### src/rtl/usr_serial_rx_if.sv
// Serial receiver port bundle: line-side strobe/data/order inputs and the
// parallel word with its valid/ack handshake and status flags.
interface usr_serial_rx_if #(
  parameter int WIDTH = 4
) ();
  logic             en;
  logic             sdi;
  logic             msb_first;
  logic             ack;
  logic [WIDTH-1:0] y;
  logic             valid;
  logic             busy;
  logic             par_err;
  logic             frm_err;
  logic             ovr;

  modport master (
    output en, sdi, msb_first, ack,
    input  y, valid, busy, par_err, frm_err, ovr
  );

  modport slave (
    input  en, sdi, msb_first, ack,
    output y, valid, busy, par_err, frm_err, ovr
  );
endinterface

### src/rtl/usr_serial_rx.sv
// Serial-to-parallel frame receiver: start bit, WIDTH data bits in either order,
// optional even parity, stop bit, then a valid/ack handshake on the received word.
module usr_serial_rx #(
  parameter int WIDTH     = 4,
  parameter int PARITY_EN = 1
) (
  input logic              clk,
  input logic              rst_n,
  usr_serial_rx_if.slave   bus
);

  localparam int CW = $clog2(WIDTH + 1);
  localparam logic [CW-1:0] LAST_BIT = CW'(WIDTH - 1);

  typedef enum logic [1:0] {
    IDLE   = 2'd0,
    DATA   = 2'd1,
    PARITY = 2'd2,
    STOP   = 2'd3
  } state_t;

  state_t           state_r;
  logic [WIDTH-1:0] sr_r;
  logic [WIDTH-1:0] y_r;
  logic [CW-1:0]    cnt_r;
  logic             msb_r;
  logic             par_acc_r;
  logic             par_bad_r;
  logic             valid_r;
  logic             busy_r;
  logic             par_err_r;
  logic             frm_err_r;
  logic             ovr_r;

  // Even parity: data bits plus the parity bit must XOR to zero.
  function automatic logic parity_bad_f(input logic acc, input logic par_bit);
    return acc ^ par_bit;
  endfunction

  // Frame FSM with all outputs held in registers.
  always_ff @(posedge clk or negedge rst_n) begin
    if (!rst_n) begin
      state_r   <= IDLE;
      sr_r      <= '0;
      y_r       <= '0;
      cnt_r     <= '0;
      msb_r     <= 1'b0;
      par_acc_r <= 1'b0;
      par_bad_r <= 1'b0;
      valid_r   <= 1'b0;
      busy_r    <= 1'b0;
      par_err_r <= 1'b0;
      frm_err_r <= 1'b0;
      ovr_r     <= 1'b0;
    end else begin
      par_err_r <= 1'b0;
      frm_err_r <= 1'b0;
      if (bus.ack) begin
        valid_r <= 1'b0;
      end else begin
        valid_r <= valid_r;
      end
      if (bus.en) begin
        case (state_r)
          IDLE: begin
            if (!bus.sdi) begin
              state_r   <= DATA;
              busy_r    <= 1'b1;
              msb_r     <= bus.msb_first;
              cnt_r     <= '0;
              par_acc_r <= 1'b0;
              par_bad_r <= 1'b0;
            end else begin
              state_r <= IDLE;
            end
          end
          DATA: begin
            if (msb_r) begin
              sr_r <= {sr_r[WIDTH-2:0], bus.sdi};
            end else begin
              sr_r <= {bus.sdi, sr_r[WIDTH-1:1]};
            end
            par_acc_r <= par_acc_r ^ bus.sdi;
            cnt_r     <= cnt_r + CW'(1);
            if (cnt_r == LAST_BIT) begin
              state_r <= (PARITY_EN != 0) ? PARITY : STOP;
            end else begin
              state_r <= DATA;
            end
          end
          PARITY: begin
            par_bad_r <= parity_bad_f(par_acc_r, bus.sdi);
            state_r   <= STOP;
          end
          STOP: begin
            state_r <= IDLE;
            busy_r  <= 1'b0;
            if (!bus.sdi) begin
              frm_err_r <= 1'b1;
            end else if (par_bad_r) begin
              par_err_r <= 1'b1;
            end else begin
              // Completion overrides a same-edge ack; only an unacked word overruns.
              y_r     <= sr_r;
              valid_r <= 1'b1;
              if (valid_r && !bus.ack) begin
                ovr_r <= 1'b1;
              end else begin
                ovr_r <= ovr_r;
              end
            end
          end
          default: begin
            state_r <= IDLE;
            busy_r  <= 1'b0;
          end
        endcase
      end else begin
        state_r <= state_r;
      end
    end
  end

  assign bus.y       = y_r;
  assign bus.valid   = valid_r;
  assign bus.busy    = busy_r;
  assign bus.par_err = par_err_r;
  assign bus.frm_err = frm_err_r;
  assign bus.ovr     = ovr_r;

endmodule

### src/flat_wrapper.sv
// flat-port wrapper written by rule: the top's interface ports become plain ports
module usr_serial_rx_flat 
#(
  parameter int WIDTH     = 4,
  parameter int PARITY_EN = 1
)
  (clk, rst_n, bus_en, bus_sdi, bus_msb_first, bus_ack, bus_y, bus_valid, bus_busy, bus_par_err, bus_frm_err, bus_ovr);
  usr_serial_rx_if #(.WIDTH(WIDTH)) bus_i ();
  input logic clk;
  input logic rst_n;
  input wire logic [$bits(bus_i.en)-1:0] bus_en;
  input wire logic [$bits(bus_i.sdi)-1:0] bus_sdi;
  input wire logic [$bits(bus_i.msb_first)-1:0] bus_msb_first;
  input wire logic [$bits(bus_i.ack)-1:0] bus_ack;
  output wire logic [$bits(bus_i.y)-1:0] bus_y;
  output wire logic [$bits(bus_i.valid)-1:0] bus_valid;
  output wire logic [$bits(bus_i.busy)-1:0] bus_busy;
  output wire logic [$bits(bus_i.par_err)-1:0] bus_par_err;
  output wire logic [$bits(bus_i.frm_err)-1:0] bus_frm_err;
  output wire logic [$bits(bus_i.ovr)-1:0] bus_ovr;
  assign bus_i.en = bus_en;
  assign bus_i.sdi = bus_sdi;
  assign bus_i.msb_first = bus_msb_first;
  assign bus_i.ack = bus_ack;
  assign bus_y = bus_i.y;
  assign bus_valid = bus_i.valid;
  assign bus_busy = bus_i.busy;
  assign bus_par_err = bus_i.par_err;
  assign bus_frm_err = bus_i.frm_err;
  assign bus_ovr = bus_i.ovr;
  usr_serial_rx #(.WIDTH(WIDTH), .PARITY_EN(PARITY_EN)) u_core (.clk(clk), .rst_n(rst_n), .bus(bus_i));
endmodule
### config.mk
export PLATFORM = sky130hd
export DESIGN_NAME = usr_serial_rx_flat
export DESIGN_NICKNAME = d
export VERILOG_FILES = /design/src/rtl/usr_serial_rx_if.sv /design/src/rtl/usr_serial_rx.sv /design/src/flat_wrapper.sv
export SDC_FILE = /design/constraint.sdc
export NUM_CORES = 1
export LEC_CHECK = 0
export ABC_AREA = 1
export BUFFER_PORTS_ARGS = -buffer_cell sky130_fd_sc_hd__buf_4
export CORE_ASPECT_RATIO = 0.8
export CORE_UTILIZATION = 40
export CTS_BUF_LIST = sky130_fd_sc_hd__clkbuf_4
export DETAILED_ROUTE_END_ITERATION = 6
export PLACE_DENSITY = 0.57
export SLEW_MARGIN = 20
export SYNTH_ARGS = -nofsm -noshare
export SYNTH_HDL_FRONTEND = slang
export SYNTH_SLANG_ARGS = --single-unit
### constraint.sdc
create_clock -name clk -period 1.41 [get_ports clk]
set_input_delay 0.141 -clock clk [delete_from_list [all_inputs] [get_ports clk]]
set_output_delay 0.141 -clock clk [all_outputs]
set_load 0.01 [all_outputs]
==> metrics, run 1 <==
violated checks design-rule violations; Cells after Synth 115; vias per cell 5.11; I/O Buffers 14; vias in the first global route 715; most frequent cells in the layout 33 x nand2_1, 21 x dfrtp_1, 14 x buf_4; largest net degree at the start of global routing 22; Fmax 858 MHz; Crit path required time 1.61 ns; hold_sp bus_ack; headroom to the max-slew limit roughly 82%; Psw between 0.8 and 0.9 mW; std cell rows 15; FF-to-FF path depth 6; DR pass1 iterations 6; R2R setup slack around 0.24 ns; Worst R2R Start u_core.state_r[0]; grt met1 use between 20% and 30%; Seq/Total Area, Yosys 53.1%; Mean Syn Cell Area 8.61 µm²; nets between 100 and 150; Max-cap violations 0; Placer Congestion ~0.79; number of setup violations in the final report 0; leakage power total 0.599 nW; clk buf depth 2; clk_lat worst skew roughly 0.30 ns; Combinational Power Share between 30% and 40%; Yosys reg bits 21; GRT Resource Usage Total 16.9%; yosys warns 0; CP Launch Type register; Syn Std Cell Area between 900 and 1000 µm²; routed vias 803; hpwl dp between 1000 and 1500 µm; clk slew on worst S/H paths about 0.11 ns; Hold WC Path Type in -> reg; CP Max Fanout 7; power density cells around 1800 nW/µm²; first-pass GRT wire length 3270 µm; Initial Utilization ~44%; final worst slack roughly 0.24 ns; worst slew pin tran 0.267 ns; die area approximately 2700 µm²; Die H around 46 µm; # Post-CTS Setup Buffers 0; CORE AREA roughly 2300 µm²; DRC 4; Final ANT Viol Nets 0; worst hold stages 2; # H-tree levels 1; CP Capture Type register; met3 usage 6.18%; CTS Buf Count 3; clock sink count 21; status finished, violations left; GRT Max-Usage Layer met2; drt total wl 1940 µm; Die X-Extent around 58 µm; worst clock skew about 0.0055 ns; hold slack 0.0130 ns; crit path DAT 1.37 ns; fraction of layout instances using a drive strength above 1 21.2%; # IOs 15; path type of the worst setup path reg -> reg; Fin Setup TNS 0 ns; hold endpoint u_core.bus.valid; antenna diode count 0; Clock Power Share 14.7%; gr ovfl total 0; post-DR wirelength/cell between 10 and 15 µm; grt met2 use roughly a quarter; initial antenna violation count 0; Synth cell types 22; commonest non-fill, non-tap cell in the layout nand2_1; r2r endpoint u_core.par_acc_r; initial DRC count 27; fin crit period roughly 1.2 ns; setup slack at placement approximately 0.28 ns; Worst VDD drop ~0.00087 V; sw frac about 40%; final max-slew violation count 0; CTS tree yes; Tcrit/Tclk final 82.7%; Int Pwr approximately 1.3 mW; CTS root buf clkbuf_4; Flop pwr share approximately half; final hold vios 0; Synth Net Count around 120; unrepaired setup endpoints after global routing false; Layout Area Growth over Synthesis 16.7%
==> flip-flops by register name (all words and copies together) (netlist names), named ones only <==
signal	flops
u_core.bus.valid	1
u_core.cnt_r	3
u_core.msb_r	1
u_core.sr_r	4
u_core.par_acc_r	1
u_core.bus.y	4
u_core.state_r	1
u_core.bus.busy	1
u_core.bus.par_err	1
u_core.bus.frm_err	1
u_core.par_bad_r	1
u_core.bus.ovr	1
==> metal layers <==
metal,vias up,share of wire (%)
met5,-,0
met4,0,0.62
met3,2,5.8
met2,21,41
met1,374,53
li1,406,-
==> worst max-delay path: stages (launching register included) <==
cell      delay (ns)
dfrtp_1         0.49
nand2_2         0.18
clkinv_2        0.10
nand2_4         0.10
nand2_2         0.07
nand2_1         0.08
nand2_1         0.05
==> through the flow <==
stage          area (µm²)  util, %  instances  power (mW)
2_1_floorplan         990        -        115        1.52
3_3_place_gp         1110     49.5        152        1.79
3_5_place_dp         1110     49.5        152        1.79
4_1_cts              1150     51.3        157        2.10
5_1_grt              1150     51.3        157        2.26
6_report             1150     51.3        157        2.08
==> area by class of cell <==
cell class	instances	area, µm²
tap	25	31.3
sequential	21	526
timing repair buffer	15	115
fill	225	1100
inverter	13	50.0
multi-input combinational	79	403
clock buffer	4	30.0
==> cell families (layout without fill, tap and decap cells) <==
kind of cell	after synthesis	in the layout	share of synthesized area [%]
adders and majority gates	2	2	2.53
buffers and inverters	15	32	6.19
AOI/OAI and AO/OA	14	14	7.46
DFF	21	21	53.1
and+or+nand+nor	63	63	30.7
==> cell usage after synthesis <==
library cell / n / area share [%]
or2_0: 1 / 0.63
nor2_1: 6 / 2.3
nand2_1: 33 / 13
nand4_1: 6 / 3.8
clkbuf_1: 1 / 0.38
dfrtp_1: 21 / 53
nor2_4: 2 / 2.3
nand2_2: 3 / 1.9
inv_2: 1 / 0.38
nand3_2: 1 / 1.0
nand3_1: 8 / 4.0
clkinv_2: 1 / 0.51
nor2_2: 1 / 0.63
nor3_1: 1 / 0.51
o21ai_0: 11 / 5.6
nand2_4: 1 / 1.1
buf_4: 1 / 0.76
o22ai_1: 1 / 0.63
inv_1: 11 / 4.2
o211ai_1: 1 / 0.76
a21oi_1: 1 / 0.51
ha_1: 2 / 2.5
==> power by group through the flow <==
stage | logic (mW) | clock network, mW | registers [mW]
floorplan | 0.520 | 0 | 0.998
global placement | 0.758 | 0 | 1.03
detailed placement | 0.755 | 0 | 1.03
CTS | 0.761 | 0.319 | 1.02
global route | 0.862 | 0.348 | 1.05
finish | 0.751 | 0.306 | 1.02
==> worst max-delay path by stage <==
stage	from	endpoint	slack, ns	cells after the start
after global routing	u_core.cnt_r[0]	u_core.state_r[0]	0.16	5
final	u_core.state_r[0]	u_core.par_acc_r	0.24	6
after global placement	u_core.cnt_r[0]	u_core.state_r[0]	0.28	5
after CTS	u_core.state_r[0]	u_core.par_acc_r	0.26	6
after floorplan	u_core.cnt_r[0]	u_core.cnt_r[2]	0.34	5
after detailed placement	u_core.cnt_r[0]	u_core.cnt_r[2]	0.28	5
==> what timing repair did <==
action / 4_1_cts / 5_1_grt
hold buffers: 1 / 0
gates resized for setup: 0 / 0
hold endpoints to repair: 21 / 0
Power figures use the tool's default switching activity.
==> run 2, diff against run 1 <==
ABC_AREA = 0   (was 1)
PLACE_DENSITY = 0.6   (was 0.57)
clock period = 1.05 ns   (was 1.41 ns; I/O delays follow)
==> run 2 against run 1 <==
Effect of this change: the run ends with negative setup slack left; fmax decreased by 4.3%; non-clock buffer count increased by 15; critical path depth decreased by 3; largest power group is now combinational logic; via count decreased by 11%; sequential share of layout area decreased by 6.0 points; largest cell class unchanged.
==> metrics, run 2 <==
drt total wl 1980 µm (+2.3%); initial DRC count 10 (-63%); r2r endpoint u_core.msb_r; clk buf depth 2 (unchanged); Syn Std Cell Area 956 µm² (-3.4%); Cells after Synth 84 (-27%); FF-to-FF path depth 3 (-3); nets 123 (-13%); first-pass GRT wire length 3220 µm (-1.7%); CORE AREA 2200 µm² (-2.5%); CP Capture Type register; R2R setup slack -0.17 ns (-0.41 ns); asr flop ratio synth 100% (unchanged); Multi-input gate area 489 µm² (+21%); largest net degree at the start of global routing 22 (unchanged); clk_lat worst skew 0.30 ns (about the same); Synth cell types 30 (+36%); number of setup violations in the final report 17 (+17); commonest non-fill, non-tap cell in the layout buf_4; Seq/Total Area, Yosys 55.0% (+1.9 points); ranking of synthesized cells by area dfrtp_1 55%, mux2_1 4.7%, mux2i_1 4.2%; # H-tree levels 1 (unchanged); Hold WC Path Type in -> reg; Fmax 821 MHz (-4.3%); Die H 45.7 µm (-1.6%); top-area cell type share of the netlist area 55.0% (+1.9 points); fraction of layout instances using a drive strength above 1 50.0% (+29 points); top_reg_cell synth dfrtp_1; number of flops mapped to enable cells by yosys 0 (unchanged); final worst slack -0.168 ns (-0.413 ns); fin crit period 1.22 ns (+0.0527 ns); CTS tree yes; top post-synthesis cells by count 21 x dfrtp_1, 9 x nand2_1, 7 x o21ai_0, 5 x inv_1; status finished, violations left; most frequent cells in the layout 26 x buf_4, 19 x dfrtp_1, 9 x nand2_1; clk slew on worst S/H paths 0.12 ns (about the same); final hold vios 0 (unchanged); # IOs 15 (unchanged); hold_sp bus_msb_first; post-DR wirelength/cell 14.3 µm (+16%); register area 528 µm² (+0.48%); headroom to the max-slew limit 82.1% (-0.083 points); crit path DAT 1.42 ns (+0.05 ns); final max-slew violation count 0 (unchanged); CTS Buf Count 3 (unchanged); Crit path required time 1.25 ns (-0.36 ns); vias in the first global route 719 (+0.56%); Synth Net Count 92 (-25%); yosys warns 0 (unchanged); CP Launch Type register; Synth area leader dfrtp_1; worst slew pin tran 0.269 ns (+0.00125 ns); leakage power total 0.654 nW (+9.2%); Initial Utilization 43.5% (-0.41 points); Max-cap violations 0 (unchanged); DRC 0 (-4); Worst VDD drop 0.00155 V (+77%); DR pass1 iterations 4 (-2); unrepaired setup endpoints after global routing true; GRT Resource Usage Total 17.5% (+0.57 points); die area 2590 µm² (-3.3%); gr ovfl total 0 (unchanged); Final ANT Viol Nets 0 (unchanged); most numerous cell in the Yosys netlist dfrtp_1; clock sink count 21 (unchanged); Tcrit/Tclk final 116% (+33 points); setup slack at placement -0.230 ns (-0.508 ns); Placer Congestion 0.821 (+3.7%); Mean Syn Cell Area 11.4 µm² (+32%); I/O Buffers 14 (unchanged); CTS root buf clkbuf_4; vias per cell 5.13 (+0.29%); antenna diode count 0 (unchanged); std cell rows 15 (unchanged); CP Max Fanout 5 (-2); power density cells 2400 nW/µm² (+33%); Yosys reg bits 21 (unchanged); worst hold stages 2 (unchanged); Die X-Extent 56.7 µm (-1.7%); initial antenna violation count 0 (unchanged); hold endpoint u_core.msb_r; violated checks negative setup slack; Fin Setup TNS -1.76 ns (-1.76 ns); Layout Area Growth over Synthesis 39.8%; worst clock skew 0.00554 ns (+0.0000299 ns); routed vias 713 (-11%); hpwl dp 1320 µm (-7.8%); # fillers 181 (-20%); path type of the worst setup path reg -> reg
[run 2: cell types whose count changed after synthesis, sizes merged, moves of 2 or more]
cell | before | now
nand2 | 37 | 9
nand3 | 9 | 1
inv | 12 | 5
mux2 | 0 | 6
nand4 | 6 | 1
nor2 | 9 | 4
mux2i | 0 | 4
nand2b | 0 | 4
buf | 1 | 4
a21o | 0 | 2
o21ai | 11 | 9
[run 2: cells by family after synthesis]
group                    Yosys count  share of synthesized area (%)
AO/OA/AOI/OAI                     19                           13.9
adder cells (fa/ha/maj)            2                           2.62
buffers and inverters              9                           4.19
flip-flops                        21                           55.0
multiplexers                      10                           11.3
AND/OR/NAND/NOR                   23                           13.1
[run 2: timing repair]
action | 4_1_cts | 5_1_grt
gates cloned | 0 | 0
pin swaps | 4 | 7
setup endpoints to repair | 19 | 18
hold buffers | 1 | 0
gates resized for setup | 12 | 13
endpoints found under the hold margin | 21 | 0
buffers inserted | 3 | 3
[run 2: critical path, cell delays in order, from the launching register on]
cell,delay (ns)
dfrtp_2,0.47
nand2b_4,0.16
nor3_2,0.13
mux2_2,0.35
[run 2: worst max path at each step]
stage,to,slack [ns]
after floorplan,u_core.msb_r,-0.12
after global placement,u_core.msb_r,-0.24
after detailed placement,u_core.msb_r,-0.23
after global routing,u_core.sr_r[3],-0.21
final,u_core.msb_r,-0.17
after CTS,u_core.msb_r,-0.15
[run 2: power breakdown]
group	internal [mW]	switching, mW	total [mW]
Sequential	1.08	0.291	1.37
Combinational	0.858	0.570	1.43
Clock	0.174	0.239	0.413
[run 2: cell type report]
class,count,share of cell area (%)
clock buffer,4,2.25
inverter,5,1.40
multi-input combinational,54,36.6
sequential,21,39.5
tap,25,2.34
timing repair buffer,30,17.9
[run 2: stage by stage]
stage	utilization, %	total power [mW]	hold slack, ns	instance area (µm²)	std cells
2_1_floorplan	-	2.06	-0.191	986	84
3_3_place_gp	52.9	2.42	0.00501	1160	128
3_5_place_dp	52.9	2.45	0.00620	1160	128
4_1_cts	58.0	3.03	0.0154	1270	136
5_1_grt	60.9	3.45	0.00413	1340	139
6_report	60.9	3.21	0.0267	1340	139
[run 2: routing by layer]
layer  track usage [%]  routed length [µm]  share of wire, %
met1              21.8                 955                48
met2              27.3                 889                45
met3              6.53                  99               5.0
met4              8.29                  38               1.9
met5                 0                   0                 0
==> run 3, diff against run 2 <==
PLACE_DENSITY = 0.58   (was 0.6)
clock period = 1.4 ns   (was 1.05 ns; I/O delays follow)
==> run 3 against run 2 <==
Effect of this change: the flow now finishes without violations; cell count is 8.6% lower; via count is 6.3% lower; register-to-register slack better by 0.25 ns; power is 38% lower; largest power group is now sequential cells.
==> metrics, run 3 (same netlist as run 2, synthesis figures left out) <==
Fmax 759 MHz (-7.5%); power density cells 1770 nW/µm² (-26%); routed vias 668 (-6.3%); nets 111 (-9.8%); # H-tree levels 1 (unchanged); Psw 0.684 mW (-38%); I/O Buffers 14 (unchanged); post-DR wirelength/cell 12.8 µm (-9.9%); Flop pwr share 50.0% (+7.4 points); crit path DAT 1.51 ns (+0.09 ns); sw frac 34.1% (-0.12 points); hold slack 0.0601 ns (+0.0334 ns); CP Launch Type register; headroom to the max-slew limit 82.3% (+0.21 points); Int Pwr 1.32 mW (-37%); drt total wl 1630 µm (-18%); unrepaired setup endpoints after global routing false; Max-cap violations 0 (unchanged); FF-to-FF path depth 3 (unchanged); post-route cell area 1130 µm² (-15%); first-pass GRT wire length 2770 µm (-14%); Die X-Extent 56.7 µm (unchanged); final hold vios 0 (unchanged); DRC 0 (unchanged); vias in the first global route 587 (-18%); CTS tree yes; Clock Power Share 15.0% (+2.1 points); Final ANT Viol Nets 0 (unchanged); CORE AREA 2200 µm² (unchanged); largest net degree at the start of global routing 22 (unchanged); # Post-CTS Setup Buffers 0 (-3); antenna diode count 0 (unchanged); met3 usage 5.97% (-0.57 points); # fillers 201 (+11%); hpwl dp 1200 µm (-9.0%); grt met2 use 21.9% (-5.4 points); GRT Max-Usage Layer met2; Pwr Total 2.00 mW (-38%); gr ovfl total 0 (unchanged); GRT Resource Usage Total 14.7% (-2.8 points); die area 2590 µm² (unchanged); DR pass1 iterations 4 (unchanged); Layout Area Growth over Synthesis 18.7%; # IOs 15 (unchanged); initial DRC count 10 (unchanged); fin crit period 1.32 ns (+0.0986 ns); worst hold stages 2 (unchanged); CTS Buf Count 3 (unchanged); Combinational Power Share 35.0% (-9.5 points); CP Max Fanout 6 (+1); hold_sp bus_sdi; Die H 45.7 µm (unchanged); clk_lat worst skew 0.29 ns (about the same); status completed; clock sink count 21 (unchanged); Initial Utilization 43.5% (unchanged); clk buf depth 2 (unchanged); Tcrit/Tclk final 94.1% (-22 points); clk slew on worst S/H paths 0.11 ns (about the same); path type of the worst setup path reg -> reg; final max-slew violation count 0 (unchanged); Placed Area 1090 µm² (-5.9%); Worst VDD drop 0.00119 V (-23%); CTS root buf clkbuf_4; commonest non-fill, non-tap cell in the layout dfrtp_1; worst clock skew 0.00184 ns (-0.00370 ns); initial antenna violation count 0 (unchanged); leakage power total 0.573 nW (-12%); grt met1 use 20.4% (-1.4 points); most frequent cells in the layout 20 x dfrtp_1, 17 x buf_4, 9 x nand2_1; std cell rows 15 (unchanged); vias per cell 5.26 (+2.5%); number of setup violations in the final report 0 (-17); worst slew pin tran 0.266 ns (-0.00314 ns); CP Capture Type register; Fin Setup TNS 0 ns (+1.76 ns); Placer Congestion 0.785 (-4.4%); Crit path required time 1.59 ns (+0.34 ns); Hold WC Path Type in -> reg; fraction of layout instances using a drive strength above 1 28.4% (-22 points)
[run 3: changes by cell type in the layout (fill, tap and decap cells not counted), moves of 2 or more]
cell,previous run,this run
buf_4,26,17
o21ai_0,1,7
mux2_4,5,0
mux2_1,0,4
buf_6,3,0
o21ai_1,5,2
o21ai_2,3,0
ha_1,0,2
nand2b_1,2,4
nand2b_4,2,0
[run 3: area by class of cell]
type | instances | area (µm²) | area share (%)
Clock buffer | 4 | 30.0 | 2.65
Inverter | 5 | 18.8 | 1.65
Multi-Input combinational cell | 54 | 390 | 34.4
Sequential cell | 21 | 527 | 46.4
Tap cell | 25 | 31.3 | 2.76
Timing Repair Buffer | 18 | 138 | 12.1
[run 3: routing by layer]
metal	up-vias	part of all wire, %
li1	328	-
met1	325	53
met2	13	43
met3	2	3.7
met4	0	0.55
met5	-	0
[run 3: final timing paths]
check                                        endpoint  slack, ns
min in group asynchronous             u_core.bus.busy       0.25
setup / recovery                         u_core.msb_r       0.08
hold reg to reg                        u_core.bus.ovr       0.48
hold / removal                     u_core.bus.frm_err       0.06
max in group asynchronous  asynchronous set/reset pin       0.93
setup reg to reg                         u_core.msb_r       0.08
[run 3: power groups by stage]
| stage | clock [mW] | sequential (mW) | combinational [mW] |
|---|---|---|---|
| floorplan | 0 | 0.939 | 0.545 |
| global placement | 0 | 1.01 | 0.693 |
| detailed placement | 0 | 1.01 | 0.708 |
| CTS | 0.321 | 0.998 | 0.711 |
| global route | 0.352 | 1.03 | 0.795 |
| finish | 0.300 | 1.00 | 0.702 |
[run 3: stage by stage]
stage,setup WS [ns],cells,util [%]
after global routing,0.0190,127,51.7
after global placement,0.0925,122,49.8
after CTS,0.0820,127,51.6
after floorplan,0.183,84,-
after detailed placement,0.0996,122,49.8
final,0.0831,127,51.7
[run 3: repair_timing]
item                                    in CTS  in global routing
endpoints found under the hold margin       21                  0
gates resized for setup                      0                  1
hold buffers                                 1                  0
endpoints found under the setup margin       0                  1
[run 3: critical path: stages (launching register included)]
cell      delay [ns]
dfrtp_2         0.47
nand2b_1        0.17
nor3_1          0.21
mux2_2          0.36
